**config.mk**
```make
export PLATFORM = sky130hd
export DESIGN_NAME = jk_counter_param
export DESIGN_NICKNAME = d
export VERILOG_FILES = /design/src/rtl/jk_counter_param.sv
export SDC_FILE = /design/constraint.sdc
export NUM_CORES = 1
export LEC_CHECK = 0
export ABC_AREA = 1
export BUFFER_PORTS_ARGS = -buffer_cell sky130_fd_sc_hd__buf_2
export CELL_PAD_IN_SITES_DETAIL_PLACEMENT = 0
export CELL_PAD_IN_SITES_GLOBAL_PLACEMENT = 1
export CORE_UTILIZATION = 40
export CTS_CLUSTER_SIZE = 10
export DETAILED_ROUTE_END_ITERATION = 10
export PLACE_DENSITY = 0.92
export SYNTH_ARGS = -nofsm -noshare
export SYNTH_HDL_FRONTEND = slang
export SYNTH_SLANG_ARGS = --single-unit
```
**constraint.sdc**
```tcl
create_clock -name clk -period 2.6 [get_ports clk]
set_input_delay 0.26 -clock clk [delete_from_list [all_inputs] [get_ports clk]]
set_output_delay 0.26 -clock clk [all_outputs]
set_load 0.005 [all_outputs]
```
**src/rtl/jk_counter_param.sv**
```systemverilog
// Parameterised counter: up, down, bounce (ping-pong) or Gray-up sequencing over 0..MAX,
// with synchronous saturating load, count enable and a registered terminal-count pulse.
module jk_counter_param #(
    parameter int WIDTH = 4,
    parameter int MAX   = 2**WIDTH-1
) (
    input  logic             clk,
    input  logic             reset,
    input  logic             en,
    input  logic             load,
    input  logic [WIDTH-1:0] load_val,
    input  logic [1:0]       mode,
    output logic [WIDTH-1:0] count,
    output logic             tc,
    output logic             dir
);

    localparam logic [WIDTH-1:0] MAX_V = WIDTH'(MAX);
    localparam logic [WIDTH-1:0] ONE_V = WIDTH'(1);
    localparam logic [1:0] M_UP     = 2'b00;
    localparam logic [1:0] M_DOWN   = 2'b01;
    localparam logic [1:0] M_BOUNCE = 2'b10;
    localparam logic [1:0] M_GRAY   = 2'b11;

    logic [WIDTH-1:0] q_q, q_d;
    logic             dir_q, dir_d;
    logic             tc_q, tc_d;
    logic [WIDTH-1:0] q_inc, q_dec, load_sat;

    assign q_inc    = q_q + ONE_V;
    assign q_dec    = q_q - ONE_V;
    assign load_sat = (load_val > MAX_V) ? MAX_V : load_val;

    always_ff @(posedge clk or negedge reset) begin
        if (!reset) begin
            q_q   <= '0;
            dir_q <= 1'b1;
            tc_q  <= 1'b0;
        end else begin
            q_q   <= q_d;
            dir_q <= dir_d;
            tc_q  <= tc_d;
        end
    end

    always_comb begin
        q_d   = q_q;
        dir_d = dir_q;
        tc_d  = 1'b0;
        if (load) begin
            q_d = load_sat;
            if (load_sat == MAX_V)   dir_d = 1'b0;
            else if (load_sat == '0) dir_d = 1'b1;
        end else if (en) begin
            case (mode)
                M_UP, M_GRAY: begin
                    if (q_q == MAX_V) begin
                        q_d  = '0;
                        tc_d = 1'b1;
                    end else begin
                        q_d = q_inc;
                    end
                end
                M_DOWN: begin
                    if (q_q == '0) begin
                        q_d  = MAX_V;
                        tc_d = 1'b1;
                    end else begin
                        q_d = q_dec;
                    end
                end
                M_BOUNCE: begin
                    // the end-stop cases cover a mode switch that left q at a bound facing outward
                    if (dir_q && q_q != MAX_V) begin
                        q_d = q_inc;
                        if (q_inc == MAX_V) dir_d = 1'b0;
                    end else if (dir_q) begin
                        q_d   = q_dec;
                        dir_d = 1'b0;
                    end else if (q_q != '0) begin
                        q_d = q_dec;
                        if (q_dec == '0) dir_d = 1'b1;
                    end else begin
                        q_d   = q_inc;
                        dir_d = 1'b1;
                    end
                    tc_d = (q_d == MAX_V) || (q_d == '0);
                end
                default: ;
            endcase
        end
    end

    assign count = (mode == M_GRAY) ? (q_q ^ (q_q >> 1)) : q_q;
    assign tc    = tc_q;
    assign dir   = dir_q;

endmodule

```
# ---- Word-level counts from Yosys, hierarchy flattened
# Cells that the tools add are included.
dict set report totals {
  regBits 6
  latchBits 0
  ramBits 0
  mem_bits_ro 0
  inputBits 10
  out_inout_bits 6
  elab_cells 57
  memories 0
}
dict set report classes {
  add_sub_neg 2
  n_mul 0
  div_mod_pow 0
  order_cmp 1
  n_eq_ne 10
  shifts 0
  muxes 28
  n_bitwise 1
  n_reduce_logical 12
}
# operator count
set ops {}
lappend ops {{$mux W4} 12}
lappend ops {{$eq A4 B4 Y1 const B} 4}
lappend ops {{$logic_not A4 Y1} 4}
lappend ops {{$mux W1} 14}
lappend ops {{$pmux W4 S3} 1}
lappend ops {{$add A4 B1 Y4 const B} 1}
lappend ops {{$eq A2 B2 Y1 const B} 2}
lappend ops {{$gt A4 B4 Y1 const B} 1}
lappend ops {{$ne A4 B4 Y1 const B} 1}
lappend ops {{$reduce_and A4 Y1} 1}
lappend ops {{$reduce_bool A2 Y1} 2}
lappend ops {{$reduce_bool A4 Y1} 1}
lappend ops {{$sub A4 B1 Y4 const B} 1}
lappend ops {{$xor A4 B3 Y4} 1}
lappend ops {{$ne A3 B1 Y1 const B} 1}
lappend ops {{$ne A3 B2 Y1 const B} 1}
lappend ops {{$pmux W1 S3} 1}
lappend ops {{$eq A2 B1 Y1 const B} 1}
lappend ops {{$logic_not A2 Y1} 1}
lappend ops {{$reduce_or A2 Y1} 1}
lappend ops {{$logic_and A1 B1 Y1} 1}
lappend ops {{$logic_or A1 B1 Y1} 1}

# ---- Depth between registers and ports, before layout
# Gate-level depths: netlist of the first run.
dict set report logic_depth {
  ltp_word 12
  ltp_mapped 14
  ltp_nobuf 14
}

# ---- Worst setup path after synthesis of the first run
# No wires, ideal clock.
dict set report synth_path {
  kind {register to register}
  from {register q_q[0]}
  to {register q_q[3]}
  setup_ns 0.117
  t_arrival_ns 1.455
  path_slack_ns 1.029
  path_stages_with_launch 15
  path_buffers 0
  synth_period_minus_slack_ns 1.571
  path_cell_list {dfrtp_1 > inv_1 > ha_1 > nand2_2 > nand2_4 > nand2_4 > inv_2 > nand2_1 > nand2_1 > nand2_1 > nand2_1 > nand2_1 > nand2_1 > nand2_1 > nand2_1}
}
dict set report synth_via {
  elab_chain_cells 10
  word_cells_on_any_way 18
  cone_classes {add/sub: 2; eq/ne: 2; mux: 11; reduce/logical: 3}
}
# element line_no
set synth_lines {}
lappend synth_lines {{start: declaration} 25} ;# logic [WIDTH-1:0] q_q, q_d;
lappend synth_lines {{start signal: assignment} 40} ;# q_q <= q_d;
lappend synth_lines {{$add A4 B1 Y4 (tied with other cells)} 30} ;# assign q_inc = q_q + ONE_V;
lappend synth_lines {{$mux W4} 80} ;# end else if (q_q != '0) begin
lappend synth_lines {{$mux W4} 77} ;# end else if (dir_q) begin
lappend synth_lines {{$mux W4} 74} ;# if (dir_q && q_q != MAX_V) begin
lappend synth_lines {{$mux W4} 55} ;# case (mode)
lappend synth_lines {{$mux W4} 54} ;# end else if (en) begin
lappend synth_lines {{$mux W4} 50} ;# if (load) begin
lappend synth_lines {{$pmux W4 S3 (*)} 55}
lappend synth_lines {{$mux W4 (*)} 54}
lappend synth_lines {{$mux W4 (*)} 50}
# Mark *: on every way between the ends. The rest lies on a longest branch, timed or not. The select of a mux whose other input is x is not followed.
# A chain may end at the register's enable or synchronous reset.

# ---- Final worst setup path of the first run
# Ends and elaborated chain as after synthesis.

==> flow_summary.ini, run 1 <==
[sta]
min_period_over_period_pct = 72.2
finalCriticalPeriod_ns = 1.88
max_freq_mhz = 533
hold_viol_final = 0
slew_violations = 0
relSlewSlack_pct = 77.7
fin_skew_ns = 0.00564
tns_ns = 0
tightest_slew_ns = 0.333
setup_violations = 0
rsz0062_at_grt = false

[worst_hold_path]
hold_end = q_q[1]$_DFFE_PN0N_
hold_depth = 3
hp-class = in -> reg
holdCritStartpoint = load_val[1]

[synthesis]
ys_seq_area_share_pct = 17.6
yosysWarnings = 0
synth-edff-count = 0
ys.flop_type = dfrtp_1
synth_top_area_share_pct = 19.2
synth_area_leaders = nand2_1 19%, ha_1 17%, dfrtp_1 15%
syn-num-nets = 158
synth_top_area_cell = nand2_1
synth_area_um2 = 860
ys_types = 23
synth-async-reset-ratio_pct = 100
postSynthAreaPerCell_um2 = 6.32
syn_inst = 136
synth_seq_cells = 6

[setup_path]
critical-path-slowest-cell = dfrtp_1
path_max_fanout = 9
rr_endpoint = q_q[3]$_DFFE_PN0N_
reg2reg_slack_ns = 0.72
cpPeakStageDelay_ns = 0.50
critPathLaunchType = flop
reg2reg_from = q_q[0]$_DFFE_PN0N_
crit_path_frequent_cell = nand2_1
crit_family = simple AND/OR/NAND/NOR gates
worstPathRequired_ns = 2.72
cp_cell_sequence = inv_1, ha_1, nand2_2, nand2_4, nand2_4, inv_2, nand2_1, nand2_1, nand2_1, nand2_1, nand2_1, nand2_1, nand2_1, nand2_1
crit_arrival_ns = 2.00
r2r_cells = 14
path_buf_inv = 2
crit_type = reg -> reg
endpoint_kind = flop

[cts]
cts_sinks = 6
insertion_delay_ns = 0.24
cts-hold-fix-buffers = 1
cts_root_buffer = clkbuf_4
postCtsSetupBuffers = 0
cts_tree = built
clock_path_buffers = 2
cts_buffers = 3
cts_resized = 0
htree_levels = 1
clkTransAtPathRegs_ns = 0.05

[power_and_ir_drop]
p_leak_nw = 0.563
pwr-share-clk_pct = 17.7
internal_power_mw = 0.274
seqPwrFrac_pct = 27.2
p_sw_mw = 0.228
max-vdd-ir-drop_v = 0.000325
p_per_area_nw_per_um2 = 508
switching_share_pct = 45.4
p_comb_share_pct = 55.1

[status]
run_status = finished clean

[layout]
fin_nets = 177
nFillCells = 207
fin_util_pct = 49.9
final_common_cell = nand2_1
area.growth.synth_to_final_pct = 15.1
drive_gt1_share_pct = 20.1
diodes = 0
fin_area_um2 = 990
mostFrequentLayoutCells = 44 x nand2_1, 17 x inv_1, 15 x buf_2, 12 x nand3_1, 12 x ha_1

[drt]
antenna_left = 0
via_per_inst = 4.97
vias = 900
wl_mm = 1.97
drtPass1Iterations = 4
drc = 0
wl_per_cell_um = 10.9
drtIter0Drc = 36

[placement]
placed_cell_area_um2 = 953
globalplace.congestion = 0.906
port_buffers = 15
hpwl_mm = 1.64

[floorplanning]
initial_core_util_pct = 43.4
die_x_um = 48.4
num_rows = 16
die_y_um = 48.4
coreArea_um2 = 1980
io_pins = 16
die_area_um2 = 2340

[job]
cap_violations = 0

[global_route]
track_usage_pct = 18.0
antenna_found_initial = 0
grt_max_degree = 11
grt_overflow = 0
grt_pass1_vias = 789
grt_first_pass_wirelength_mm = 3.25
## cell families after synthesis
group                      Yosys count  synth area share, %
and+or+nand+nor                     75                 39.3
DFF                                  6                 17.6
buffers and inverters               21                 10.0
adders and majority gates           12                 17.5
AOI/OAI and AO/OA                   19                 12.5
xor gates and xnor gates             3                 3.06
## worst min-delay path: cells and delay by family
| family | cells | cell delay, ns |
|---|---|---|
| buffers and inverters | 1 | 0.10 |
| AO/OA/AOI/OAI | 1 | 0.08 |
| AND/OR/NAND/NOR | 1 | 0.08 |
## per-stage QoR
step                instances  hold slack (ns)  setup slack, ns  power, mW
CTS                       181            0.309            0.753      0.505
finish                    181            0.319            0.724      0.503
global route              181            0.327            0.601      0.549
floorplan                 136          -0.0356             1.03      0.342
global placement          176           0.0848            0.785      0.411
detailed placement        176           0.0846            0.751      0.411
## sequential cells by signal, summed over array words and instances, names as in the netlist
| signal | cells |
|---|---|
| dir | 1 |
| q_q | 4 |
| tc | 1 |
## worst max path at each step
stage | to | slack [ns] | startpoint | depth (start not counted)
after floorplan | q_q[3]$_DFFE_PN0N_ | 1.03 | q_q[0]$_DFFE_PN0N_ | 14
after global placement | q_q[3]$_DFFE_PN0N_ | 0.78 | q_q[2]$_DFFE_PN0N_ | 14
after detailed placement | q_q[3]$_DFFE_PN0N_ | 0.75 | q_q[0]$_DFFE_PN0N_ | 14
after CTS | q_q[3]$_DFFE_PN0N_ | 0.75 | q_q[0]$_DFFE_PN0N_ | 14
after global routing | q_q[3]$_DFFE_PN0N_ | 0.60 | q_q[0]$_DFFE_PN0N_ | 14
final | q_q[3]$_DFFE_PN0N_ | 0.72 | q_q[0]$_DFFE_PN0N_ | 14
## synthesized netlist by cell type, drive strengths merged, types with 2 or more instances
master and n:
xnor2 2, nand2 52, o21ai 11, ha 12
a21oi 5, nor2 8, dfrtp 5, buf 2
inv 19, nand3 13
## routing by layer
| metal | share of wire, % | GRT usage [%] |
|---|---|---|
| met3 | 5.1 | 2.52 |
| met2 | 47 | 26.8 |
| met5 | 0 | 0 |
| met1 | 48 | 25.1 |
| met4 | 0 | 9.80 |
## final cells by class
class	count	area, um2	area share (%)
Tap cell	27	33.8	3.41
Inverter	19	71.3	7.21
Sequential cell	6	151	15.3
Clock buffer	4	26.3	2.65
Timing Repair Buffer	16	85.1	8.60
Multi-Input combinational cell	109	622	62.8
## power groups by stage
stage | clock network, mW | registers, mW | logic, mW
after floorplan | 0 | 0.131 | 0.211
after global placement | 0 | 0.137 | 0.275
after detailed placement | 0 | 0.137 | 0.273
after CTS | 0.0941 | 0.136 | 0.275
after global routing | 0.0974 | 0.140 | 0.312
final | 0.0890 | 0.137 | 0.277
Power figures use the tool's default switching activity.
==> inputs of run 2 (changes only) <==
Settings changed: CORE_UTILIZATION 40 to 37, PLACE_DENSITY 0.92 to 0.87.
Clock period 2.6 ns to 1.9 ns, I/O delays scaled along.
==> flow_summary.ini, run 2 (synthesized netlist as in run 1, its figures left out) <==
[floorplanning]
coreArea_um2 = 2190
num_rows = 17
initial_core_util_pct = 39.2
die_x_um = 50.2
die_y_um = 50.2
die_area_um2 = 2520
io_pins = 16

[global_route]
grt_pass1_vias = 791
grt_max_degree = 11
antenna_found_initial = 0
grt_overflow = 0
grt_first_pass_wirelength_mm = 3.40
track_usage_pct = 17.8

[job]
cap_violations = 0

[sta]
min_period_over_period_pct = 91.3
hold_viol_final = 0
max_freq_mhz = 577
relSlewSlack_pct = 76.6
rsz0062_at_grt = false
tns_ns = 0
setup_violations = 0
fin_skew_ns = 0.00496
finalCriticalPeriod_ns = 1.73
tightest_slew_ns = 0.349
slew_violations = 0

[setup_path]
critPathLaunchType = flop
crit_type = reg -> reg
crit_start = q_q[1]$_DFFE_PN0N_
crit_arrival_ns = 1.89
r2r_cells = 12
endpoint_kind = flop
reg2reg_from = q_q[1]$_DFFE_PN0N_
worstPathRequired_ns = 2.06
path_max_fanout = 7

[status]
run_status = finished clean

[drt]
drtIter0Drc = 28
wl_per_cell_um = 10.5
vias = 884
drtPass1Iterations = 4
drc = 0
wl_mm = 1.95
antenna_left = 0
via_per_inst = 4.75

[cts]
insertion_delay_ns = 0.24
cts_root_buffer = clkbuf_4
cts_sinks = 6
cts_tree = built
clkTransAtPathRegs_ns = 0.05
htree_levels = 1
clock_path_buffers = 2
cts_buffers = 3

[layout]
regMostFlops = q_q
nFillCells = 228
largest_reg_flops = 4
diodes = 0
drive_gt1_share_pct = 23.4
final_common_cell = nand2_1
fin_nets = 181
mostFrequentLayoutCells = 44 x nand2_1, 17 x inv_1, 15 x buf_2, 12 x nand3_1, 12 x ha_1
fin_area_um2 = 1020
area.growth.synth_to_final_pct = 19.1

[worst_hold_path]
holdCritStartpoint = load_val[1]
hp-class = in -> reg
hold_depth = 3

[power_and_ir_drop]
p_leak_nw = 0.580
max-vdd-ir-drop_v = 0.000493
p_per_area_nw_per_um2 = 687

[placement]
globalplace.congestion = 0.881
placed_cell_area_um2 = 970
hpwl_mm = 1.65
port_buffers = 15
[run 2: changes by cell type in the layout (fill, tap and decap cells not counted), sizes merged]
cell,before,now
buf,15,19
[run 2: layout make-up]
type / instances / area [um2] / area share [%]
Multi-Input combinational cell: 109 / 622 / 60.8
Timing Repair Buffer: 20 / 115 / 11.2
Sequential cell: 6 / 154 / 15.0
Inverter: 19 / 71.3 / 6.97
Clock buffer: 4 / 26.3 / 2.57
Tap cell: 28 / 35.0 / 3.42
[run 2: timing repair]
action | 4_1_cts | 5_1_grt
buffers inserted | 0 | 2
gates resized for setup | 0 | 2
hold buffers | 1 | 0
hold endpoints to repair | 6 | 0
setup endpoints to repair | 0 | 3
[run 2: worst paths after layout]
| check | endpoint | slack (ns) |
|---|---|---|
| worst max-delay path | tc$_DFF_PN0_ | 0.17 |
| worst min-delay path | q_q[1]$_DFFE_PN0N_ | 0.24 |
| worst max register to register | tc$_DFF_PN0_ | 0.17 |
| worst min register to register | dir$_DFFE_PN1P_ | 0.53 |
| max in group asynchronous | dir$_DFFE_PN1P_ | 1.38 |
| min in group asynchronous | q_q[1]$_DFFE_PN0N_ | 0.30 |
[run 2: worst max-delay path, stage by stage (launching register included)]
cell	delay [ns]
dfrtp_1	0.40
inv_1	0.16
ha_1	0.22
nand2_2	0.13
nand2_4	0.10
nand2_4	0.06
inv_2	0.06
nand2_1	0.05
nand2_1	0.08
nand2_1	0.07
nand2_1	0.08
nand2_1	0.07
a21oi_2	0.15
[run 2: where the power goes]
| group | switching, mW | internal [mW] |
|---|---|---|
| combinational | 0.244 | 0.158 |
| sequential | 0.0253 | 0.153 |
| clock | 0.0433 | 0.0794 |
[run 2: per-layer routing]
layer  vias to the layer above  track usage [%]  wire [um]
li1                        477                -          -
met1                       393             24.2        961
met2                        14             28.4        956
met3                         0             1.82         32
met4                         0             7.14          0
met5                         -                0          0
[run 2: through the flow]
| step | hold WS [ns] | instances | worst slack [ns] | utilization [%] | power [mW] |
|---|---|---|---|---|---|
| after detailed placement | 0.0141 | 179 | 0.119 | 44.3 | 0.571 |
| after global routing | 0.254 | 186 | 0.0103 | 46.7 | 0.776 |
| after CTS | 0.236 | 184 | 0.0968 | 45.9 | 0.704 |
| after floorplan | -0.106 | 136 | 0.329 | - | 0.468 |
| after global placement | 0.0131 | 179 | 0.124 | 44.3 | 0.571 |
| final | 0.243 | 186 | 0.166 | 46.7 | 0.703 |
==> inputs of run 3 (changes only) <==
Settings changed: ABC_AREA 1 to default, CORE_UTILIZATION 37 to 40, PLACE_DENSITY 0.87 to 0.89.
==> flow_summary.ini, run 3 <==
[setup_path]
crit_type = reg -> reg
path_max_fanout = 6
endpoint_kind = flop
crit_family = compound AO/OA/AOI/OAI gates
critical-path-slowest-cell = dfrtp_2
critPathLaunchType = flop
cpPeakStageDelay_ns = 0.45
path_buf_inv = 1
worstPathRequired_ns = 2.06
crit_arrival_ns = 2.13
cp_cell_sequence = inv_4, ha_4, o21a_1, or3_1, a2111o_1, a311oi_2
reg2reg_slack_ns = -0.06

[sta]
setup_violations = 1
tightest_slew_ns = 0.306
finalCriticalPeriod_ns = 1.96
relSlewSlack_pct = 79.6
fin_skew_ns = 0.00559
hold_viol_final = 0
rsz0062_at_grt = true
slew_violations = 0
worst_slack_ns = -0.0631
max_freq_mhz = 509
min_period_over_period_pct = 103

[synthesis]
syn_inst = 120
synth-async-reset-ratio_pct = 100
synth.most_common_cell = nand2_1
synth_common_cells = 14 x nand2_1, 13 x o21ai_0, 12 x ha_1, 9 x inv_1, 9 x nor2_1
ys_types = 42
syn-num-nets = 142
synth_seq_cells = 6
synth_area_leaders = ha_1 17%, dfrtp_1 14%, o21ai_0 7.2%
yosysWarnings = 0
synth-edff-count = 0
synth_top_area_cell = ha_1
ys_seq_area_share_pct = 16.8
ys.flop_type = dfrtp_1
synth_area_um2 = 900
postSynthAreaPerCell_um2 = 7.50
synth_top_area_share_pct = 16.7

[drt]
drc = 0
drtPass1Iterations = 4
antenna_left = 0
vias = 1042
wl_per_cell_um = 14.7
drtIter0Drc = 25
via_per_inst = 5.57
wl_mm = 2.75

[floorplanning]
io_pins = 16
die_y_um = 49.4
coreArea_um2 = 2040
num_rows = 16
initial_core_util_pct = 44.1
die_area_um2 = 2440
die_x_um = 49.4

[power_and_ir_drop]
switching_share_pct = 40.1
max-vdd-ir-drop_v = 0.000293
seqPwrFrac_pct = 22.0
internal_power_mw = 0.480
p_comb_share_pct = 61.2
p_per_area_nw_per_um2 = 617
pwr-share-clk_pct = 16.8
p_leak_nw = 0.570
p_sw_mw = 0.322

[status]
run_status = complete, but fails checks
violations = negative setup slack

[worst_hold_path]
hp-class = in -> reg

[cts]
clkTransAtPathRegs_ns = 0.05
cts_root_buffer = clkbuf_4
htree_levels = 1
cts_tree = built
cts_sinks = 6
cts_buffers = 3
insertion_delay_ns = 0.26
clock_path_buffers = 2

[layout]
largest_reg_flops = 4
final_common_cell = buf_4
diodes = 0
fin_nets = 183
regMostFlops = q_q
drive_gt1_share_pct = 43.1
area.growth.synth_to_final_pct = 44.4
nFillCells = 196
fin_area_um2 = 1300
stdcell_count = 187
mostFrequentLayoutCells = 26 x buf_4, 15 x buf_2, 14 x nand2_1, 11 x o21ai_0, 8 x nor2_1
fin_util_pct = 63.6

[placement]
placed_cell_area_um2 = 1170
dp.cells = 179
port_buffers = 15
globalplace.congestion = 0.898
hpwl_mm = 2.08

[global_route]
antenna_found_initial = 0
grt_pass1_vias = 970
grt_first_pass_wirelength_mm = 4.46
track_usage_pct = 23.8
grt_max_degree = 12
grt_overflow = 0

[job]
cap_violations = 0
[run 3: cell types whose count changed in the layout (fill, tap and decap cells not counted), moves of 5 or more]
| cell | previous run | this run |
|---|---|---|
| nand3_1 | 12 | 4 |
| buf_4 | 4 | 26 |
| nand2_1 | 44 | 14 |
| nand2_2 | 6 | 0 |
| ha_1 | 12 | 7 |
| inv_1 | 17 | 5 |
[run 3: what timing repair did]
item / 4_1_cts / 5_1_grt
gates resized for setup: 12 / 10
pin swaps: 1 / 1
setup buffers: 2 / 1
hold buffers: 1 / 0
endpoints found under the hold margin: 6 / 0
setup endpoints to repair: 2 / 5
[run 3: logic make-up after synthesis]
logic type	synth area share (%)
muxes	1.25
xor gates and xnor gates	1.95
adders and majority gates	16.7
DFF	16.8
buffers and inverters	6.81
AOI/OAI and AO/OA	33.1
and+or+nand+nor	23.4
[run 3: path summary, 6_finish.rpt]
| check | startpoint | to | cells past startpoint |
|---|---|---|---|
| worst max-delay path | q_q[1]$_DFFE_PN0N_ | tc$_DFF_PN0_ | 6 |
| worst min-delay path | load_val[1] | q_q[1]$_DFFE_PN0N_ | 3 |
| worst max register to register | q_q[1]$_DFFE_PN0N_ | tc$_DFF_PN0_ | 6 |
| worst min register to register | dir$_DFFE_PN1P_ | dir$_DFFE_PN1P_ | 3 |
| max in group asynchronous | reset | dir$_DFFE_PN1P_ | 2 |
| min in group asynchronous | reset | tc$_DFF_PN0_ | 2 |
[run 3: area by class of cell]
cell class / count / area (um2) / area share (%)
Clock buffer: 4 / 26.3 / 2.02
Tap cell: 27 / 33.8 / 2.60
Multi-Input combinational cell: 99 / 763 / 58.8
Sequential cell: 6 / 156 / 12.0
Inverter: 9 / 38.8 / 2.99
Timing Repair Buffer: 42 / 280 / 21.6
[run 3: through the flow]
stage	hold WS (ns)	setup slack [ns]	setup TNS (ns)	power (mW)
floorplan	-0.106	-0.0859	-0.0859	0.415
global route	0.219	-0.124	-0.145	0.859
CTS	0.192	-0.0273	-0.0273	0.770
detailed placement	0.0162	-0.0976	-0.130	0.592
finish	0.189	-0.0631	-0.0631	0.802
global placement	0.0138	-0.0434	-0.0434	0.581
[run 3: power by group through the flow]
stage / sequential, mW / combinational [mW] / clock [mW]
floorplan: 0.171 / 0.244 / 0
global route: 0.179 / 0.531 / 0.150
global placement: 0.168 / 0.413 / 0
detailed placement: 0.169 / 0.423 / 0
CTS: 0.174 / 0.463 / 0.134
finish: 0.177 / 0.491 / 0.134
[run 3: tightest hold or removal path: stages]
cell and delay (ns):
buf_2 0.10, nand2_1 0.05, o31ai_1 0.06
[run 3: per-layer routing]
metal	vias up	GRT usage, %	wire length [um]
met2	30	39.3	1350
met5	-	0	0
li1	519	-	-
met3	4	2.49	96
met1	489	32.4	1270
met4	0	7.14	24
